File: src/rtl/serial_adder.sv
// Bit-serial adder: BPC bits per cycle, result valid in the DONE cycle after WIDTH/BPC RUN edges.
// START is honoured only in IDLE/DONE, so a held START streams one operation every NCYC+1 cycles.
module serial_adder #(
  parameter int WIDTH = 8,
  parameter int BPC   = 1
) (
  input  logic             i_clk,
  input  logic             i_rst_n,
  input  logic             i_start,
  input  logic [WIDTH-1:0] i_a,
  input  logic [WIDTH-1:0] i_b,
  input  logic             i_cin,
  output logic             o_busy,
  output logic             o_done,
  output logic [WIDTH-1:0] o_sum,
  output logic             o_carry,
  output logic             o_overflow
);

  localparam int NCYC = WIDTH / BPC;
  localparam int CW   = (NCYC > 1) ? $clog2(NCYC) : 1;

  typedef enum logic [1:0] {
    S_IDLE = 2'd0,
    S_RUN  = 2'd1,
    S_DONE = 2'd2
  } state_t;

  state_t           r_state;
  state_t           w_next;
  logic [WIDTH-1:0] r_a;
  logic [WIDTH-1:0] r_b;
  logic [WIDTH-1:0] r_res;
  logic             r_c;
  logic [CW-1:0]    r_cnt;
  logic [WIDTH-1:0] r_sum;
  logic             r_carry;
  logic             r_overflow;

  logic [BPC:0]         w_slice;
  logic                 w_c_msb;
  logic                 w_last;
  logic                 w_accept;
  logic [WIDTH+BPC-1:0] w_res_cat;
  logic [WIDTH-1:0]     w_res_next;

  assign w_slice  = {1'b0, r_a[BPC-1:0]} + {1'b0, r_b[BPC-1:0]} + {{BPC{1'b0}}, r_c};
  // Carry into the slice MSB recovered from its sum bit and operand bits.
  assign w_c_msb  = w_slice[BPC-1] ^ r_a[BPC-1] ^ r_b[BPC-1];
  assign w_last   = (r_cnt == CW'(NCYC - 1));
  assign w_accept = i_start && ((r_state == S_IDLE) || (r_state == S_DONE));

  assign w_res_cat  = {w_slice[BPC-1:0], r_res};
  assign w_res_next = WIDTH'(w_res_cat >> BPC);

  always_ff @(posedge i_clk or negedge i_rst_n) begin
    if (!i_rst_n) begin
      r_state <= S_IDLE;
    end else begin
      r_state <= w_next;
    end
  end

  always_comb begin
    w_next = r_state;
    case (r_state)
      S_IDLE:  w_next = i_start ? S_RUN : S_IDLE;
      S_RUN:   w_next = w_last ? S_DONE : S_RUN;
      S_DONE:  w_next = i_start ? S_RUN : S_IDLE;
      default: w_next = S_IDLE;
    endcase
  end

  always_comb begin
    o_busy = (r_state == S_RUN);
    o_done = (r_state == S_DONE);
  end

  always_ff @(posedge i_clk or negedge i_rst_n) begin
    if (!i_rst_n) begin
      r_a        <= '0;
      r_b        <= '0;
      r_res      <= '0;
      r_c        <= 1'b0;
      r_cnt      <= '0;
      r_sum      <= '0;
      r_carry    <= 1'b0;
      r_overflow <= 1'b0;
    end else if (w_accept) begin
      r_a   <= i_a;
      r_b   <= i_b;
      r_c   <= i_cin;
      r_cnt <= '0;
    end else if (r_state == S_RUN) begin
      r_a   <= r_a >> BPC;
      r_b   <= r_b >> BPC;
      r_res <= w_res_next;
      r_c   <= w_slice[BPC];
      if (w_last) begin
        r_sum      <= w_res_next;
        r_carry    <= w_slice[BPC];
        r_overflow <= w_c_msb ^ w_slice[BPC];
      end else begin
        r_cnt <= r_cnt + CW'(1);
      end
    end
  end

  assign o_sum      = r_sum;
  assign o_carry    = r_carry;
  assign o_overflow = r_overflow;

endmodule

File: config.mk
export PLATFORM = sky130hd
export DESIGN_NAME = serial_adder
export DESIGN_NICKNAME = d
export VERILOG_FILES = /design/src/rtl/serial_adder.sv
export SDC_FILE = /design/constraint.sdc
export NUM_CORES = 1
export LEC_CHECK = 0
export CAP_MARGIN = 20
export CORE_AREA = 5 5 89 91
export DETAILED_ROUTE_END_ITERATION = 12
export DIE_AREA = 0 0 94 96
export HOLD_SLACK_MARGIN = 0.03
export SYNTH_ARGS = -nofsm -noshare
export SYNTH_HDL_FRONTEND = slang
export SYNTH_SLANG_ARGS = --single-unit
File: constraint.sdc
create_clock -name i_clk -period 1.38 [get_ports i_clk]
set_input_delay 0.276 -clock i_clk [delete_from_list [all_inputs] [get_ports i_clk]]
set_output_delay 0.276 -clock i_clk [all_outputs]
set_load 0.1 [all_outputs]
==> results of run 1 <==
==> cell type report <==
class	count	area share (%)
Clock buffer	5	2.69
Multi-Input combinational cell	111	28.0
Inverter	4	0.684
Clock inverter	3	0.782
Tap cell	99	4.84
Timing Repair Buffer	52	24.8
Sequential cell	39	38.2
==> state kept, by name (all words and copies together), names as in the netlist <==
signal,cells
o_sum,8
r_a,8
r_res,7
r_cnt,3
r_state,2
o_carry,1
r_b,8
o_overflow,1
r_c,1
==> through the flow <==
| stage | setup WS, ps | utilization [%] | cells |
|---|---|---|---|
| global placement | -66.0 | 32.9 | 297 |
| finish | -76.2 | 36.3 | 313 |
| detailed placement | -107 | 32.9 | 297 |
| CTS | -91.3 | 35.5 | 310 |
| global route | -149 | 36.3 | 313 |
| floorplan | -57.3 | - | 165 |
==> synthesized netlist by cell type (3+ instances only) <==
cell type / instances
inv_1: 3
buf_4: 3
a22oi_1: 4
nand2_1: 49
mux2_2: 9
xnor2_1: 3
a31oi_1: 9
nand3_1: 8
buf_2: 4
o21ai_1: 3
dfrtp_1: 39
nor2_1: 11
==> layer usage <==
metal,track usage (%),up-vias
met1,11.1,619
met2,15.2,23
met4,3.25,0
li1,-,639
met3,2.81,5
met5,0,-
==> worst max-delay path, delay by kind of cell, from the launching register on <==
family                     cells  cell delay [ps]
AOI/OAI and AO/OA              1               70
xor gates and xnor gates       2              260
adders and majority gates      1              620
DFF                            1              410
==> how the worst max path moves through the flow <==
stage	to	slack, ps	cells past startpoint	start
after global placement	r_cnt[1]$_DFFE_PN0P_	-70	5	r_cnt[1]$_DFFE_PN0P_
final	o_overflow$_DFFE_PN0P_	-80	4	r_c$_DFFE_PN0P_
after global routing	o_overflow$_DFFE_PN0P_	-150	4	r_c$_DFFE_PN0P_
after CTS	o_busy	-90	3	r_state[1]$_DFF_PN0_
after detailed placement	r_cnt[0]$_DFFE_PN0P_	-110	5	r_cnt[0]$_DFFE_PN0P_
after floorplan	o_carry$_DFFE_PN0P_	-60	5	r_cnt[0]$_DFFE_PN0P_
==> power by group through the flow <==
stage	logic [uW]	registers, uW	clock network (uW)
floorplan	1610	2940	0
global placement	3750	2070	0
detailed placement	3830	2100	0
CTS	4060	2090	805
global route	4530	2160	844
finish	4220	2100	765
==> cell families (layout without fill, tap and decap cells) <==
family / after synthesis / count (layout) / synth area share, %
xor+xnor: 3 / 3 / 1.56
flops: 39 / 39 / 58.0
buf+inv: 15 / 64 / 5.43
fa+ha+maj: 3 / 3 / 2.68
mux: 9 / 9 / 6.03
compound gates: 20 / 20 / 7.36
simple gates: 76 / 76 / 18.9
==> repair_timing <==
item                                   4_1_cts  5_1_grt
endpoints found under the hold margin       39        0
gates resized for setup                     12        9
setup endpoints to repair                   16       30
hold buffers                                 1        0
buffers inserted                             4        3
pin swaps                                    4        3
==> metrics.yaml, run 1 <==
status:
  status: "finished with violations"
  violations: "negative setup slack"
worst_setup_path:
  crit_path_start_kind: "flip-flop"
  end_kind: "flip-flop"
  path_cells: "fa_2 > xnor2_2 > xnor2_1 > o21ai_1"
  path_max_fanout: 2
  path_class: "flip-flop to flip-flop"
  slowest_stage: "fa_2"
  worstPathArrival_ps: 1640
  cpPeakStageDelay_ps: 620
  r2r_slack_ps: -80
  r2r.worst_path.cells: 4
  r2r_start: "r_c$_DFFE_PN0P_"
  crit_required_ps: 1560
  reg2reg_to: "o_overflow$_DFFE_PN0P_"
pwr:
  clkPwrFrac_pct: 10.8
  power_uw: 7090
  pwr-share-seq_pct: 29.6
  p_switching_uw: 3140
  ir_worst_vdd_uv: 668
  internal-power_uw: 3950
  comb_power_share_pct: 59.6
  p_per_area_nw_per_um2: 2770
  switching_share_pct: 44.3
  total_leakage_power_uw: 0.00118
layout:
  final_layout_size_suffix_gt1_share_pct: 30.8
  stdcell_area_sq_um: 2560
  final_common_cell: "nand2_1"
  fill_cells: 733
  layout.nets: 236
  seq_area_sq_um: 977
  syn_to_final_growth_pct: 52.2
  multiInputGateArea_sq_um: 717
  layout_common_cells: "nand2_1, dfrtp_1, clkdlybuf4s50_1"
  n_antenna_cell: 0
clock_tree:
  root_buffer: "clkbuf_8"
  cts_tree: "yes"
  htreeDepth: 2
  path_clk_slew_ps: 80
  cts.sinks: 39
  cts.path.max_buffers: 2
  numCtsBuffers: 5
  clock_latency_ps: 290
detailed_routing:
  wl_per_cell_microns: 12.2
  wl_met1_microns: 1720
  firstDrtPassIters: 4
  drc_errors: 0
  totalWireLength_microns: 3830
  drt_iter0_markers: 27
  via_per_inst: 4.11
  ant_nets: 0
  vias: 1286
  wl_met2_microns: 1900
  dr_wl_met3_microns: 163
  highest_layer: "met4"
logic_synthesis:
  synth_edf_count: 0
  netlist.area_leader.share_pct: 58.0
  synth_cell_types: 27
  netlist_top_cells_area: "dfrtp_1, nand2_1, mux2_2"
  synth-warning-count: 0
  async_reset_ff_share_pct: 100
  netlist_area_sq_um: 1680
  syn_inst: 165
  yosys.area.top_type: "dfrtp_1"
  syn-num-nets: 188
  synth.avg_cell_area_sq_um: 10.2
  ys.flop_type: "dfrtp_1"
  synth_seq_cells: 39
  ys_seq_area_share_pct: 58.0
grt:
  grt_pass1_vias: 1376
  grtUsageTotal_pct: 9.12
  grt_overflow: 0
  antenna_found_initial: 0
  grt_max_degree: 40
  grt_pass1_wl_microns: 6430
sta:
  fin_crit_sh_pct: 106
  setup_viol: 15
  max_freq_mhz: 687
  rsz0062_at_grt: "true"
  slew_violations: 0
  tightest_slew_ps: 213
  finalSetupTns_ps: -724
  period_needed_ps: 1460
  fin_skew_ps: 7.63
  hold_violations: 0
  setup_ws_ps: -76.2
  max_slew_margin_pct: 85.8
  whs_ps: 480
die:
  pin_count: 32
  start_util_pct: 23.8
  die_h_microns: 96
  chipWidth_microns: 94
  core_sq_um: 7060
  num_rows: 31
  die_area_sq_um: 9020
placement:
  dp_hpwl_microns: 2540
  placed_cell_area_sq_um: 2320
  place_congestion: 0.705
  io_buffers: 31
hold_path:
  min_path_type: "input pin to async pin"
flow_run:
  maxCapViolCount: 0
(Power assumes the default switching activity.)
==> inputs of run 2 (changes only) <==
--- a/config.mk
+++ b/config.mk
@@ -10,6 +10,7 @@
 export DETAILED_ROUTE_END_ITERATION = 12
 export DIE_AREA = 0 0 94 96
 export HOLD_SLACK_MARGIN = 0.03
+export PLACE_DENSITY = 0.49
 export SYNTH_ARGS = -nofsm -noshare
 export SYNTH_HDL_FRONTEND = slang
 export SYNTH_SLANG_ARGS = --single-unit
==> constraint.sdc (replaced) <==
create_clock -name i_clk -period 1.5 [get_ports i_clk]
set_input_delay 0.3 -clock i_clk [delete_from_list [all_inputs] [get_ports i_clk]]
set_output_delay 0.3 -clock i_clk [all_outputs]
set_load 0.1 [all_outputs]
==> run 2 against run 1 <==
Compared with the run above: cell count is 2.2% lower; highest routed layer unchanged; via count is 1.8% lower; sequential power is 10% lower; the run now ends clean; combinational power is 16% lower; global-route usage is 0.60 points lower; wire length is 6.5% lower; critical endpoint is now o_sum[1]$_DFFE_PN0P_; register-to-register slack better by 130 ps; critical path depth is 1 higher; clock skew is 0.52 ps lower; clock-buffer cell count is 1 higher.
==> metrics.yaml, run 2 (synthesis gave the netlist of run 1 again) <==
detailed_routing:
  drc_errors: 0
  vias: 1263
  wl_per_cell_microns: 11.7
  via_per_inst: 4.13
  totalWireLength_microns: 3580
  firstDrtPassIters: 4
  ant_nets: 0
  drt_iter0_markers: 37
die:
  num_rows: 31
  die_h_microns: 96
  chipWidth_microns: 94
  start_util_pct: 23.8
  pin_count: 32
  die_area_sq_um: 9020
  core_sq_um: 7060
worst_setup_path:
  path_max_fanout: 12
  path_class: "flip-flop to flip-flop"
  crit_required_ps: 1680
  crit_path_start_kind: "flip-flop"
  end_kind: "flip-flop"
  worstPathArrival_ps: 1630
clock_tree:
  clock_latency_ps: 290
  root_buffer: "clkbuf_8"
  numCtsBuffers: 5
  cts_tree: "yes"
  cts.path.max_buffers: 2
  cts.sinks: 39
  htreeDepth: 2
  path_clk_slew_ps: 80
pwr:
  p_per_area_nw_per_um2: 2510
  pwr-share-seq_pct: 30.9
  switching_share_pct: 44.4
  internal-power_uw: 3400
  total_leakage_power_uw: 0.00111
  p_switching_uw: 2720
  comb_power_share_pct: 57.7
  clkPwrFrac_pct: 11.4
  ir_worst_vdd_uv: 609
grt:
  grt_max_degree: 31
  grtUsageTotal_pct: 8.52
  grt_pass1_wl_microns: 5930
  grt_pass1_vias: 1242
  antenna_found_initial: 0
  grt_overflow: 0
sta:
  finalSetupTns_ps: 0
  hold_violations: 0
  setup_viol: 0
  rsz0062_at_grt: "true"
  tightest_slew_ps: 426
  fin_crit_sh_pct: 96.6
  fin_skew_ps: 7.11
  setup_ws_ps: 50.7
  max_slew_margin_pct: 71.6
  max_freq_mhz: 690
  slew_violations: 0
  period_needed_ps: 1450
placement:
  io_buffers: 31
  place_congestion: 0.712
  dp_slack_ps: -37.8
  dp_hpwl_microns: 2490
layout:
  final_common_cell: "nand2_1"
  final_layout_size_suffix_gt1_share_pct: 23.7
  layout.nets: 229
  syn_to_final_growth_pct: 44.7
  layout_common_cells: "nand2_1, dfrtp_1, clkdlybuf4s50_1"
  n_antenna_cell: 0
hold_path:
  min_path_type: "input pin to async pin"
status:
  status: "completed"
flow_run:
  maxCapViolCount: 0
## run 2: worst max-delay path: stages, from the launching register on
cell and delay (ps):
dfrtp_1 400, ha_2 170, ha_2 170, nand3b_1 120, buf_12 150, mux2_2 330
## run 2: final timing paths
| path | from | to | slack, ps | cells after the start |
|---|---|---|---|---|
| setup / recovery | r_cnt[1]$_DFFE_PN0P_ | o_sum[1]$_DFFE_PN0P_ | 50 | 5 |
| hold / removal | i_rst_n | o_sum[2]$_DFFE_PN0P_ | 480 | 2 |
| setup reg to reg | r_cnt[1]$_DFFE_PN0P_ | o_sum[1]$_DFFE_PN0P_ | 50 | 5 |
| hold reg to reg | r_res[1]$_DFFE_PN0P_ | r_res[1]$_DFFE_PN0P_ | 490 | 2 |
| max in group asynchronous | i_rst_n | r_b[3]$_DFFE_PN0P_ | 560 | 3 |
| min in group i_clk | r_res[1]$_DFFE_PN0P_ | r_res[1]$_DFFE_PN0P_ | 490 | 2 |
## run 2: cell type report
| cell class | instances | area, sq um |
|---|---|---|
| fill | 754 | 4630 |
| clock buffer | 6 | 72.6 |
| timing repair buffer | 45 | 596 |
| inverter | 4 | 17.5 |
| tap | 99 | 124 |
| sequential | 39 | 977 |
| multi-input combinational | 111 | 634 |
| clock inverter | 2 | 12.5 |
## run 2: layer usage
metal	vias to the layer above	GRT usage [%]	wire (microns)
li1	625	-	-
met1	606	11.6	1780
met2	25	12.7	1600
met3	7	2.66	148
met4	0	3.25	51
met5	-	0	0
## run 2: timing repair
item	CTS	global route
endpoints found under the setup margin	5	12
pin swaps	0	1
endpoints found under the hold margin	16	0
resized for setup	3	4
hold buffers	1	0
buffers inserted	1	1
## run 2: per-stage QoR
stage	instances	instance area, sq um	total power (uW)	hold WS [ps]	utilization, %
2_1_floorplan	165	1680	4150	4.41	-
3_3_place_gp	295	2290	5300	261	32.4
3_5_place_dp	295	2290	5360	267	32.4
4_1_cts	305	2400	6140	501	34.1
5_1_grt	306	2430	6520	510	34.5
6_report	306	2430	6120	482	34.5
## run 2: power by group through the flow
stage | Sequential (uW) | Clock, uW | Combinational, uW
finish | 1890 | 695 | 3530
global route | 1960 | 772 | 3790
CTS | 1900 | 728 | 3510
detailed placement | 1920 | 0 | 3440
global placement | 1900 | 0 | 3400
floorplan | 2700 | 0 | 1450
